<file path="config.mk">
export PLATFORM = sky130hd
export DESIGN_NAME = vga_timing_gen
export DESIGN_NICKNAME = d
export VERILOG_FILES = /design/src/rtl/vga_timing_gen.sv
export SDC_FILE = /design/constraint.sdc
export NUM_CORES = 1
export LEC_CHECK = 0
export BUFFER_PORTS_ARGS = -buffer_cell sky130_fd_sc_hd__buf_4
export CAP_MARGIN = 20
export CORE_MARGIN = 5
export CORE_UTILIZATION = 40
export DETAILED_ROUTE_END_ITERATION = 12
export GPL_TIMING_DRIVEN = 1
export MAX_ROUTING_LAYER = met4
export SLEW_MARGIN = 20
export SYNTH_ARGS = -nofsm -noshare
export SYNTH_HDL_FRONTEND = slang
export SYNTH_SLANG_ARGS = --single-unit
</file>
<file path="constraint.sdc">
create_clock -name clk -period 3.35 [get_ports clk]
set_input_delay 0.67 -clock clk [delete_from_list [all_inputs] [get_ports clk]]
set_output_delay 0.67 -clock clk [all_outputs]
set_load 0.02 [all_outputs]
</file>
<file path="src/rtl/vga_timing_gen.sv">
// Raster timing generator: pixel-strobed h/v counters with registered sync,
// visible-area flag, line/frame start pulses and a free-running frame counter.
module vga_timing_gen #(
  parameter int unsigned H_VISIBLE = 640,
  parameter int unsigned H_FRONT   = 16,
  parameter int unsigned H_SYNC    = 96,
  parameter int unsigned H_BACK    = 48,
  parameter int unsigned V_VISIBLE = 480,
  parameter int unsigned V_FRONT   = 10,
  parameter int unsigned V_SYNC    = 2,
  parameter int unsigned V_BACK    = 33,
  parameter logic        SYNC_POL  = 1'b0
) (
  input  logic       clk,
  input  logic       reset,
  input  logic       strobe,
  output logic [9:0] xPos,
  output logic [9:0] yPos,
  output logic       horizSync,
  output logic       vertSync,
  output logic       valid,
  output logic       line_start,
  output logic       frame_start,
  output logic [7:0] frame_cnt
);

  localparam int unsigned H_TOTAL = H_VISIBLE + H_FRONT + H_SYNC + H_BACK;
  localparam int unsigned V_TOTAL = V_VISIBLE + V_FRONT + V_SYNC + V_BACK;

  localparam logic [9:0] H_LAST   = 10'(H_TOTAL - 1);
  localparam logic [9:0] V_LAST   = 10'(V_TOTAL - 1);
  localparam logic [9:0] H_VIS    = 10'(H_VISIBLE);
  localparam logic [9:0] V_VIS    = 10'(V_VISIBLE);
  localparam logic [9:0] HS_FIRST = 10'(H_VISIBLE + H_FRONT);
  localparam logic [9:0] HS_LAST  = 10'(H_VISIBLE + H_FRONT + H_SYNC - 1);
  localparam logic [9:0] VS_FIRST = 10'(V_VISIBLE + V_FRONT);
  localparam logic [9:0] VS_LAST  = 10'(V_VISIBLE + V_FRONT + V_SYNC - 1);

  logic [9:0] x_q, y_q;
  logic       hsync_q, vsync_q, valid_q, line_q, frame_q;
  logic [7:0] fcnt_q;

  logic [9:0] x_d, y_d;
  logic       hsync_d, vsync_d, valid_d, line_d, frame_d;

  // Next raster position if this edge is strobed
  always_comb begin
    x_d = x_q + 10'd1;
    y_d = y_q;
    if (x_q == H_LAST) begin
      x_d = '0;
      y_d = (y_q == V_LAST) ? '0 : y_q + 10'd1;
    end
  end

  // Decode from the next position so registered outputs line up with the counters
  always_comb begin
    valid_d = (x_d < H_VIS) && (y_d < V_VIS);
    hsync_d = ((x_d >= HS_FIRST) && (x_d <= HS_LAST)) ? SYNC_POL : ~SYNC_POL;
    vsync_d = ((y_d >= VS_FIRST) && (y_d <= VS_LAST)) ? SYNC_POL : ~SYNC_POL;
    line_d  = (x_d == '0);
    frame_d = (x_d == '0) && (y_d == '0);
  end

  // State and output registers; pulses clear on any edge without a strobe
  always_ff @(posedge clk or posedge reset) begin
    if (reset) begin
      x_q     <= H_LAST;
      y_q     <= V_LAST;
      hsync_q <= ~SYNC_POL;
      vsync_q <= ~SYNC_POL;
      valid_q <= 1'b0;
      line_q  <= 1'b0;
      frame_q <= 1'b0;
      fcnt_q  <= '0;
    end else if (strobe) begin
      x_q     <= x_d;
      y_q     <= y_d;
      hsync_q <= hsync_d;
      vsync_q <= vsync_d;
      valid_q <= valid_d;
      line_q  <= line_d;
      frame_q <= frame_d;
      if (frame_d) begin
        fcnt_q <= fcnt_q + 8'd1;
      end
    end else begin
      line_q  <= 1'b0;
      frame_q <= 1'b0;
    end
  end

  assign xPos        = x_q;
  assign yPos        = y_q;
  assign horizSync   = hsync_q;
  assign vertSync    = vsync_q;
  assign valid       = valid_q;
  assign line_start  = line_q;
  assign frame_start = frame_q;
  assign frame_cnt   = fcnt_q;

endmodule

</file>
### Yosys cells after proc, flatten, opt, wreduce, memory -nomap -nowiden

Index checks and enable logic that the tools add are counted.

* add/subtract/negate cells: 3
* multipliers: 0
* divide/modulo/power cells: 0
* order comparisons: 6
* equality and inequality tests: 2
* shift-type cells: 0
* muxes and demuxes: 7
* bitwise gates (word level): 0
* reductions and logical operators: 7

Operator list (count)
* $mux W10: 3
* $add A10 B1 Y10 const B: 2
* $eq A10 B10 Y1 const B: 2
* $logic_not A10 Y1: 2
* $ge A10 B10 Y1 const B: 1
* $ge A10 B9 Y1 const B: 1
* $le A10 B10 Y1 const B: 1
* $le A10 B9 Y1 const B: 1
* $lt A10 B10 Y1 const B: 1
* $lt A10 B9 Y1 const B: 1
* $add A8 B1 Y8 const B: 1
* $logic_and A1 B1 Y1: 4
* $mux W1: 4
* $reduce_and A2 Y1: 1

* register bits after elaboration: 33
* bits in latches: 0
* memory bits (writable): 0
* ROM bits: 0
* bits of input ports: 3
* output and inout bits: 33
* word-level logic and storage cells: 33
* memories kept: 0

### Logic depth before layout (Yosys ltp)

Gate-level depths: netlist (run 1).

* depth after elaboration: 6
* depth in mapped cells: 10
* mapped depth without buffers: 9

### Least setup slack after synthesis (run 1)

Ideal clock, no wire load.

* path type: reg-to-reg
* start: reg x_q[1], in the netlist xPos[1]
* end: reg fcnt_q[5], in the netlist frame_cnt[5]
* setup time: 0.080 ns
* arrival: 2.997 ns
* data required time: 3.270 ns
* setup slack: 0.273 ns
* cell stages (with the launch flop): 10
* buffers on the path: 1
* clock period less this slack: 3.077 ns
* cells stage by stage: dfstp_2 > ha_1 > nand4_1 > or3_1 > a2111oi_0 > nor2_1 > or4b_1 > clkbuf_1 > nor4_1 > xor2_1

* word-level cells in the longest chain between the ends: 5
* elaborated cells on any way between the ends: 8
* those cells by class: add/sub: 1; eq/ne: 1; mux: 2; reduce/logical: 4

RTL lines
* start, declared: RTL line 39 `logic [9:0] x_q, y_q;`
* start signal, assigned: RTL line 68 `x_q <= H_LAST;`
* start signal, assigned: RTL line 77 `x_q <= x_d;`
* $add A10 B1 Y10 or $eq A10 B10 Y1 (tied branches): RTL line 48, 50
* $mux W10: RTL line 50 `if (x_q == H_LAST) begin`
* $logic_not A10 Y1: RTL line 62 `frame_d = (x_d == '0) && (y_d == '0);`
* $logic_and A1 B1 Y1 *: RTL line 62
* $reduce_and A2 Y1 (no source line) *
* end signal, assigned: RTL line 85 `fcnt_q <= fcnt_q + 8'd1;`
* end, declared: RTL line 41 `logic [7:0] fcnt_q;`

Mark *: on every way between the ends. The rest lies on a longest branch, timed or not.
A chain may end at the register's enable or synchronous reset.

### Worst setup path in the final report (run 1)

* start: reg x_q[1], in the netlist xPos[1]
* end: reg fcnt_q[7], in the netlist frame_cnt[7]

Same word-level chain as after synthesis.

==> results of run 1 <==
[area by class of cell]
type	instances	area [um2]	share of cell area (%)
inverters	11	41.3	1.48
clock buffers	7	96.3	3.45
repair buffers	49	375	13.5
flip-flops and latches	33	841	30.1
clock inverters	1	5.00	0.179
multi-input cells	195	1340	48.1
well taps	72	90.1	3.23
[registers in the layout, indices dropped and copies added, names as in the netlist]
register and cells:
xPos 10, frame_start 1, frame_cnt 8, line_start 1, valid 1, horizSync 1
vertSync 1, yPos 10
[per-stage QoR]
step / hold WS, ps / worst slack (ps) / cells / area [um2]
detailed placement: 464 / 131 / 360 / 2670
global route: 415 / 16.0 / 368 / 2790
global placement: 462 / 188 / 359 / 2660
CTS: 380 / 97.0 / 368 / 2770
floorplan: 520 / 273 / 258 / 2290
finish: 383 / 232 / 368 / 2790
[layout by cell type (no fill, tap or decap), types with 4 or more instances in the layout]
| cell type | Yosys | layout |
|---|---|---|
| a21oi_1 | 9 | 9 |
| buf_4 | 0 | 48 |
| clkbuf_8 | 0 | 7 |
| dfrtp_1 | 21 | 21 |
| dfstp_2 | 12 | 12 |
| ha_1 | 6 | 6 |
| inv_1 | 11 | 11 |
| nand2_1 | 23 | 23 |
| nand2b_1 | 5 | 5 |
| nand3_1 | 20 | 20 |
| nand4_1 | 7 | 7 |
| nor2_1 | 18 | 18 |
| nor3_1 | 9 | 9 |
| nor4_1 | 6 | 4 |
| o21ai_0 | 11 | 11 |
| or3_1 | 6 | 6 |
| xnor2_1 | 12 | 12 |
| xor2_1 | 12 | 12 |
[where the power goes]
group	switching, mW	internal, mW	total, mW
Combinational	0.248	0.204	0.452
Clock	0.151	0.186	0.337
Sequential	0.0888	0.471	0.559
[worst max-delay path, cell delays in order, from the launching register on]
cell and delay [ps]:
dfstp_2 600, ha_1 250, nand4_1 120, or3_1 440, a2111oi_0 430, nor2_1 150, or4b_4 570, nor4_2 310
xor2_1 160
[final timing paths]
kind | cells after the start | from | end | slack (ps)
min | 2 | reset | xPos[5] | 380
min reg2reg | 1 | frame_cnt[7] | frame_cnt[7] | 470
max | 8 | xPos[1] | frame_cnt[7] | 230
max in group asynchronous | 3 | reset | yPos[2] | 2410
min in group clk | 1 | frame_cnt[7] | frame_cnt[7] | 470
max reg2reg | 8 | xPos[1] | frame_cnt[7] | 230
[cell families (layout without fill, tap and decap cells)]
family                   Yosys count  after routing  synth area share (%)
AO/OA/AOI/OAI                     44             44                  13.1
XOR/XNOR                          24             24                  9.17
adder cells (fa/ha/maj)            6              6                  3.27
buffers and inverters             30             68                  5.56
flip-flops                        33             33                  36.7
multiplexers                       6              6                  3.49
AND/OR/NAND/NOR                  115            115                  28.7
[per-layer routing]
layer	GRT usage [%]	vias to the layer above
met4	4.17	0
li1	-	1002
met3	3.55	8
met5	-	-
met1	23.6	1010
met2	24.4	49
==> results by group, run 1 <==
Synth
  – Main area contributors after synthesis: dfrtp_1 (23%), dfstp_2 (14%), xnor2_1 (4.6%)
  – Top-count cell post-synth: nand2_1
  – Top-area cell type share of the netlist area: 22.9%
  – #FFs+latches synth: 33
  – Warnings, synthesis: 0
  – Top_reg_cell synth: dfrtp_1
  – Fraction of registers with async set/reset: 100%
  – Syn Inst Count: 258
  – Syn nets: 267
  – Sequential-to-total area share from yosys stat: between 30% and 40%
  – Synth top cells by count: nand2_1 (23), dfrtp_1 (21), nand3_1 (20)
  – Yosys top cell by area: dfrtp_1
  – Netlist cell types: 60
  – Synthesized cell area: 0.00229 mm2
  – Post-synth EDFFs: 0
  – Synthesized area per cell: 8.89 um2

STA
  – Worst-margin pin slew: 584 ps
  – Final setup viols: 0
  – Worst Skew: 5.84 ps
  – Unrepaired setup endpoints after global routing: no
  – Fin. Hold Viols: 0
  – Setup TNS: 0 ps
  – Max Freq: 321 MHz
  – Fin crit share: 93.1%
  – Max-slew violations: 0
  – Slew headroom: 60.5%
  – Minimum clock period: just over 3000 ps

Floorplan
  – # rows: 27
  – DIE WIDTH: 85.7 um
  – Full die area: 0.00735 mm2
  – Core box area: roughly 0.0055 mm2
  – Initial core utilization: 41.4%
  – Number of top-level pins: 36
  – Die Ht: between 80 and 90 um

Drt
  – Met2 wire length: roughly 2600 um
  – Highest routed layer: met4
  – Met3 wire length: 357 um
  – Routed WL: 5780 um
  – Post-route DRC: 0
  – Pre-Repair DR Iteration Count: 4
  – Avg WL per Cell: 15.7 um
  – Via count: 2,069
  – Routed Antenna Nets: 0
  – Starting DRT DRC Count: 118
  – M1 WL: 2760 um
  – Via density: 5.62

Clock network
  – Setup bufs post-CTS: 0
  – Worst-Skew Late Latency: 280 ps
  – Sinks on Clock Net: 33
  – CTS tree: done
  – Total CTS buffers: 5
  – Hold-fix buffers, CTS: 0
  – CTS H-tree depth: 2
  – CTS resizes: 0
  – Clock root buffer: clkbuf_8
  – Max clock buf depth: 2
  – Reg clk slew, reported paths: 70 ps

Pwr
  – Leak: 1.18 nW
  – Total power: approximately 1.3 mW
  – Power Density: 483 mW/mm2
  – IR Drop Worst-Case VDD: approximately 0.29 mV

Layout
  – Final core utilization: 50.4%
  – Share of post-route cells with drive strength above 1: 30.1%
  – FILL cells: 545
  – Final-stage net count: 304
  – Layout area overhead: 21.7%
  – N_diodes: 0

Run status
  – Outcome: completed

Placement
  – IO buf count: 35
  – Routability cong.: 0.855
  – Post-DP HPWL: 4340 um

Setup path
  – Critical Path Fanout Max: 8
  – Crit end category: flip-flop
  – Critical Path Source Type: flip-flop
  – CP required: between 3000 and 4000 ps
  – Crit path DAT: between 3000 and 4000 ps
  – Critical path class: flip-flop to flip-flop

Job
  – Maximum Capacitance Violations: 0

GRT
  – Remaining Overflow, GRT: 0
  – Pin count of the biggest net entering global routing: 28
  – Vias in the first global route: 1,920
  – Tot GR Track Use: 16.7%
  – Wire length of the first global-routing pass: 9640 um
  – Antenna violations before repair: 0

Hold path
  – Hold Crit Class: input pin to asynchronous set/reset pin
No activity file was read; power rests on OpenSTA's default activity.
==> run 2, diff against run 1 <==
CORE_UTILIZATION = 30   (was 40)
==> results by group, run 2 (synthesis results as in run 1) <==
Run status
  – Outcome: completed

Clock network
  – Total CTS buffers: 5
  – CTS H-tree depth: 2
  – CTS tree: done
  – Setup bufs post-CTS: 0
  – Clock root buffer: clkbuf_8
  – Worst-Skew Late Latency: 290 ps
  – Reg clk slew, reported paths: about 70 ps
  – Hold-fix buffers, CTS: 0
  – Max clock buf depth: 2
  – Sinks on Clock Net: 33
  – CTS resizes: 0

Layout
  – Commonest non-fill, non-tap cell in the layout: buf_4
  – Most frequent cells in the layout: buf_4 (48), nand2_1 (23), dfrtp_1 (21), nand3_1 (20), nor2_1 (18)
  – Final std cells w/o fill: 394
  – Share of post-route cells with drive strength above 1: 28.5%
  – N_diodes: 0
  – Final-stage net count: 303
  – Final core utilization: 38.0%
  – Layout area overhead: 21.5%
  – Post-route cell area: 0.00279 mm2

Placement
  – Worst slack, placed: 150 ps
  – IO buf count: 35
  – Placed cells: 386
  – Routability cong.: approximately 0.85
  – Cell Area, Placed: 0.00269 mm2
  – Post-DP HPWL: 4400 um

STA
  – Hold WS: 477 ps
  – Final setup viols: 0
  – Worst Skew: around 9.2 ps
  – Unrepaired setup endpoints after global routing: no
  – Fin crit share: 94.8%
  – Fin. Hold Viols: 0
  – Final worst setup slack: between 150 and 200 ps
  – Max Freq: roughly 310 MHz
  – Slew headroom: between 60% and 70%
  – Minimum clock period: 3170 ps
  – Setup TNS: 0 ps
  – Max-slew violations: 0
  – Worst-margin pin slew: 480 ps

Setup path
  – Crit path DAT: 3390 ps
  – Crit end category: flip-flop
  – CP required: 3560 ps
  – Critical Path Source Type: flip-flop
  – Critical path class: flip-flop to flip-flop
  – Critical Path Fanout Max: 8

Pwr
  – Power Density: 477 mW/mm2
  – IR Drop Worst-Case VDD: 0.171 mV
  – Leak: approximately 1.2 nW
  – Total power: 1.33 mW

Hold path
  – Hold Crit Class: input pin to asynchronous set/reset pin

Drt
  – Via density: ~5.3
  – Via count: 2,074
  – Starting DRT DRC Count: 130
  – Pre-Repair DR Iteration Count: 4
  – Avg WL per Cell: 15.2 um
  – Routed WL: 5990 um
  – Post-route DRC: 0
  – Routed Antenna Nets: 0

GRT
  – Wire length of the first global-routing pass: 10,100 um
  – Pin count of the biggest net entering global routing: 34
  – Vias in the first global route: between 1,500 and 2,000
  – Remaining Overflow, GRT: 0
  – Tot GR Track Use: roughly an eighth
  – Antenna violations before repair: 0

Floorplan
  – Full die area: 0.00949 mm2
  – Number of top-level pins: 36
  – Initial core utilization: 31.3%
  – # rows: 31
  – Core box area: 0.00733 mm2
  – DIE WIDTH: 97.4 um
  – Die Ht: 97.4 um

Job
  – Maximum Capacitance Violations: 0
## run 2: path summary, 6_finish.rpt
| path | start | end | slack, ps | cells after the start |
|---|---|---|---|---|
| max | xPos[1] | frame_cnt[5] | 180 | 8 |
| min | reset | xPos[7] | 480 | 3 |
| max reg2reg | xPos[1] | frame_cnt[5] | 180 | 8 |
| min reg2reg | frame_cnt[7] | frame_cnt[7] | 490 | 1 |
| max in group asynchronous | reset | xPos[2] | 2520 | 3 |
| min in group clk | frame_cnt[7] | frame_cnt[7] | 490 | 1 |
## run 2: worst max-delay path, stage by stage (launching register included)
cell and delay [ps]:
dfstp_2 600, ha_1 260, nand4_1 140, or3_1 390
a2111oi_0 410, nor2_1 150, or4b_1 640, nor4_1 360
xor2_1 170
## run 2: report_power, final
group	internal [mW]	total [mW]	switching (mW)
Sequential	0.471	0.567	0.0960
Clock	0.168	0.319	0.151
Combinational	0.201	0.445	0.244
## run 2: layer usage
layer	global-route usage, %	part of all wire [%]
met1	17.3	46
met5	-	0
met4	3.73	0.80
met2	20.9	49
met3	1.79	4.3
## run 2: area by class of cell
type | count | area [um2]
fillers | 751 | 4540
inverters | 11 | 41.3
clock buffers | 8 | 90.1
flip-flops and latches | 33 | 841
multi-input cells | 195 | 1330
well taps | 99 | 124
repair buffers | 48 | 360
==> run 3, diff against run 2 <==
CTS_BUF_LIST = sky130_fd_sc_hd__clkbuf_8 sky130_fd_sc_hd__clkbuf_16   (was not set)
==> results by group, run 3 (synthesis results as in run 1) <==
Run status
  – Outcome: completed

Layout
  – Commonest non-fill, non-tap cell in the layout: buf_4
  – Final core utilization: a little under two fifths
  – N_diodes: 0
  – Post-route cell area: 0.00279 mm2
  – Multi-input logic area: roughly 0.0013 mm2
  – Most frequent cells in the layout: buf_4 (48), nand2_1 (23), dfrtp_1 (21), nand3_1 (20), nor2_1 (18)
  – Seq. cell area: 841 um2
  – Final-stage net count: between 300 and 400
  – Share of post-route cells with drive strength above 1: between 20 and 30%
  – Layout area overhead: 21.5%
  – FILL cells: roughly 750

STA
  – Unrepaired setup endpoints after global routing: no
  – Max-slew violations: 0
  – Slew headroom: 67.6%
  – Worst Skew: between 7 and 8 ps
  – Fin crit share: 94.7%
  – Max Freq: around 320 MHz
  – Setup TNS: 0 ps
  – Fin. Hold Viols: 0
  – Final setup viols: 0
  – Worst-margin pin slew: ~480 ps
  – Minimum clock period: about 3200 ps

Job
  – Maximum Capacitance Violations: 0

Setup path
  – CP Depth: 8
  – R2R depth: 8
  – Flop-to-flop setup slack: 180 ps
  – CP peak stage delay: approximately 640 ps
  – Critical Path Source Type: flip-flop
  – Crit-path slowest cell: or4b_1
  – Critical Path Start: xPos[1]
  – Crit end category: flip-flop
  – Critical Path Fanout Max: 8
  – CP required: 3560 ps
  – Buf/Inv on CP: 0
  – Critical R2R Launch: xPos[1]
  – Crit path DAT: 3390 ps
  – CP top delay family: simple AND/OR/NAND/NOR gates
  – Critical path class: flip-flop to flip-flop
  – FF-to-FF End: frame_cnt[5]
  – CP Cell Sequence: ha_1 -> nand4_1 -> or3_1 -> a2111oi_0 -> nor2_1 -> or4b_1 -> nor4_1 -> xor2_1
  – CP endpoint: frame_cnt[5]

Floorplan
  – Initial core utilization: 31.3%
  – Die Ht: 97.4 um
  – Number of top-level pins: 36
  – DIE WIDTH: 97.4 um
  – Core box area: 0.00733 mm2
  – # rows: 31
  – Full die area: ~0.0095 mm2

Clock network
  – Clock root buffer: clkbuf_8
  – CTS H-tree depth: 2
  – Sinks on Clock Net: 33
  – Worst-Skew Late Latency: 280 ps
  – Max clock buf depth: 2
  – Total CTS buffers: 5
  – CTS tree: done
  – Hold-fix buffers, CTS: 0
  – Reg clk slew, reported paths: 70 ps

Drt
  – Via count: 2,072
  – Routed WL: 5990 um
  – Starting DRT DRC Count: 138
  – Via density: 5.26
  – Routed Antenna Nets: 0
  – Pre-Repair DR Iteration Count: 4
  – Post-route DRC: 0
  – Avg WL per Cell: 15.2 um

Hold path
  – Hold Crit Class: input pin to asynchronous set/reset pin

GRT
  – Wire length of the first global-routing pass: 10,100 um
  – Pin count of the biggest net entering global routing: 34
  – Antenna violations before repair: 0
  – Remaining Overflow, GRT: 0
  – Tot GR Track Use: 13.1%
  – Vias in the first global route: between 1,500 and 2,000

Pwr
  – Leak: 1.17 nW
  – IR Drop Worst-Case VDD: 0.171 mV
  – Power Density: 475 mW/mm2

Placement
  – Routability cong.: 0.853
  – IO buf count: 35
  – Cell Area, Placed: about 0.0027 mm2
  – Post-DP HPWL: 4400 um
[run 3: what timing repair did]
action	CTS	global route
gates resized for setup	0	1
buffers inserted	0	0
endpoints found under the setup margin	0	1
[run 3: worst min-delay path by stage]
stage               slack (ps)         start           end
floorplan                  520     horizSync     horizSync
global placement           470  frame_cnt[7]  frame_cnt[7]
detailed placement         480  frame_cnt[7]  frame_cnt[7]
CTS                        490  frame_cnt[7]  frame_cnt[7]
global route               520  frame_cnt[7]  frame_cnt[7]
finish                     480         reset       xPos[7]
[run 3: cell type report]
type | instances | area share [%]
repair buffers | 48 | 12.9
clock inverters | 2 | 0.269
multi-input cells | 195 | 47.8
inverters | 11 | 1.48
well taps | 99 | 4.44
clock buffers | 6 | 2.96
flip-flops and latches | 33 | 30.2
[run 3: tightest hold or removal path, stage by stage]
cell,delay [ps]
buf_4,100
inv_1,40
buf_4,370
[run 3: power breakdown]
part / leakage, nW / internal (mW) / switching (mW)
sequential: 0.408 / 0.471 / 0.0961
clock: 0.0538 / 0.162 / 0.149
combinational: 0.708 / 0.201 / 0.244
total: 1.17 / 0.833 / 0.490
[run 3: metrics by stage]
stage	power, mW	hold WS [ps]	setup WS (ps)	std cells
finish	1.32	477	176	394
global route	1.41	520	2.36	394
CTS	1.34	491	141	394
detailed placement	1.02	481	150	386
global placement	1.02	470	257	386
floorplan	0.857	520	273	258
[run 3: layer usage]
| layer | routed length [um] | share of wire [%] | up-vias | track usage [%] |
|---|---|---|---|---|
| met2 | 2910 | 49 | 57 | 20.9 |
| met3 | 280 | 4.7 | 4 | 1.79 |
| li1 | - | - | 996 | - |
| met1 | 2750 | 46 | 1015 | 17.3 |
| met5 | 0 | 0 | - | - |
| met4 | 48 | 0.80 | 0 | 3.73 |
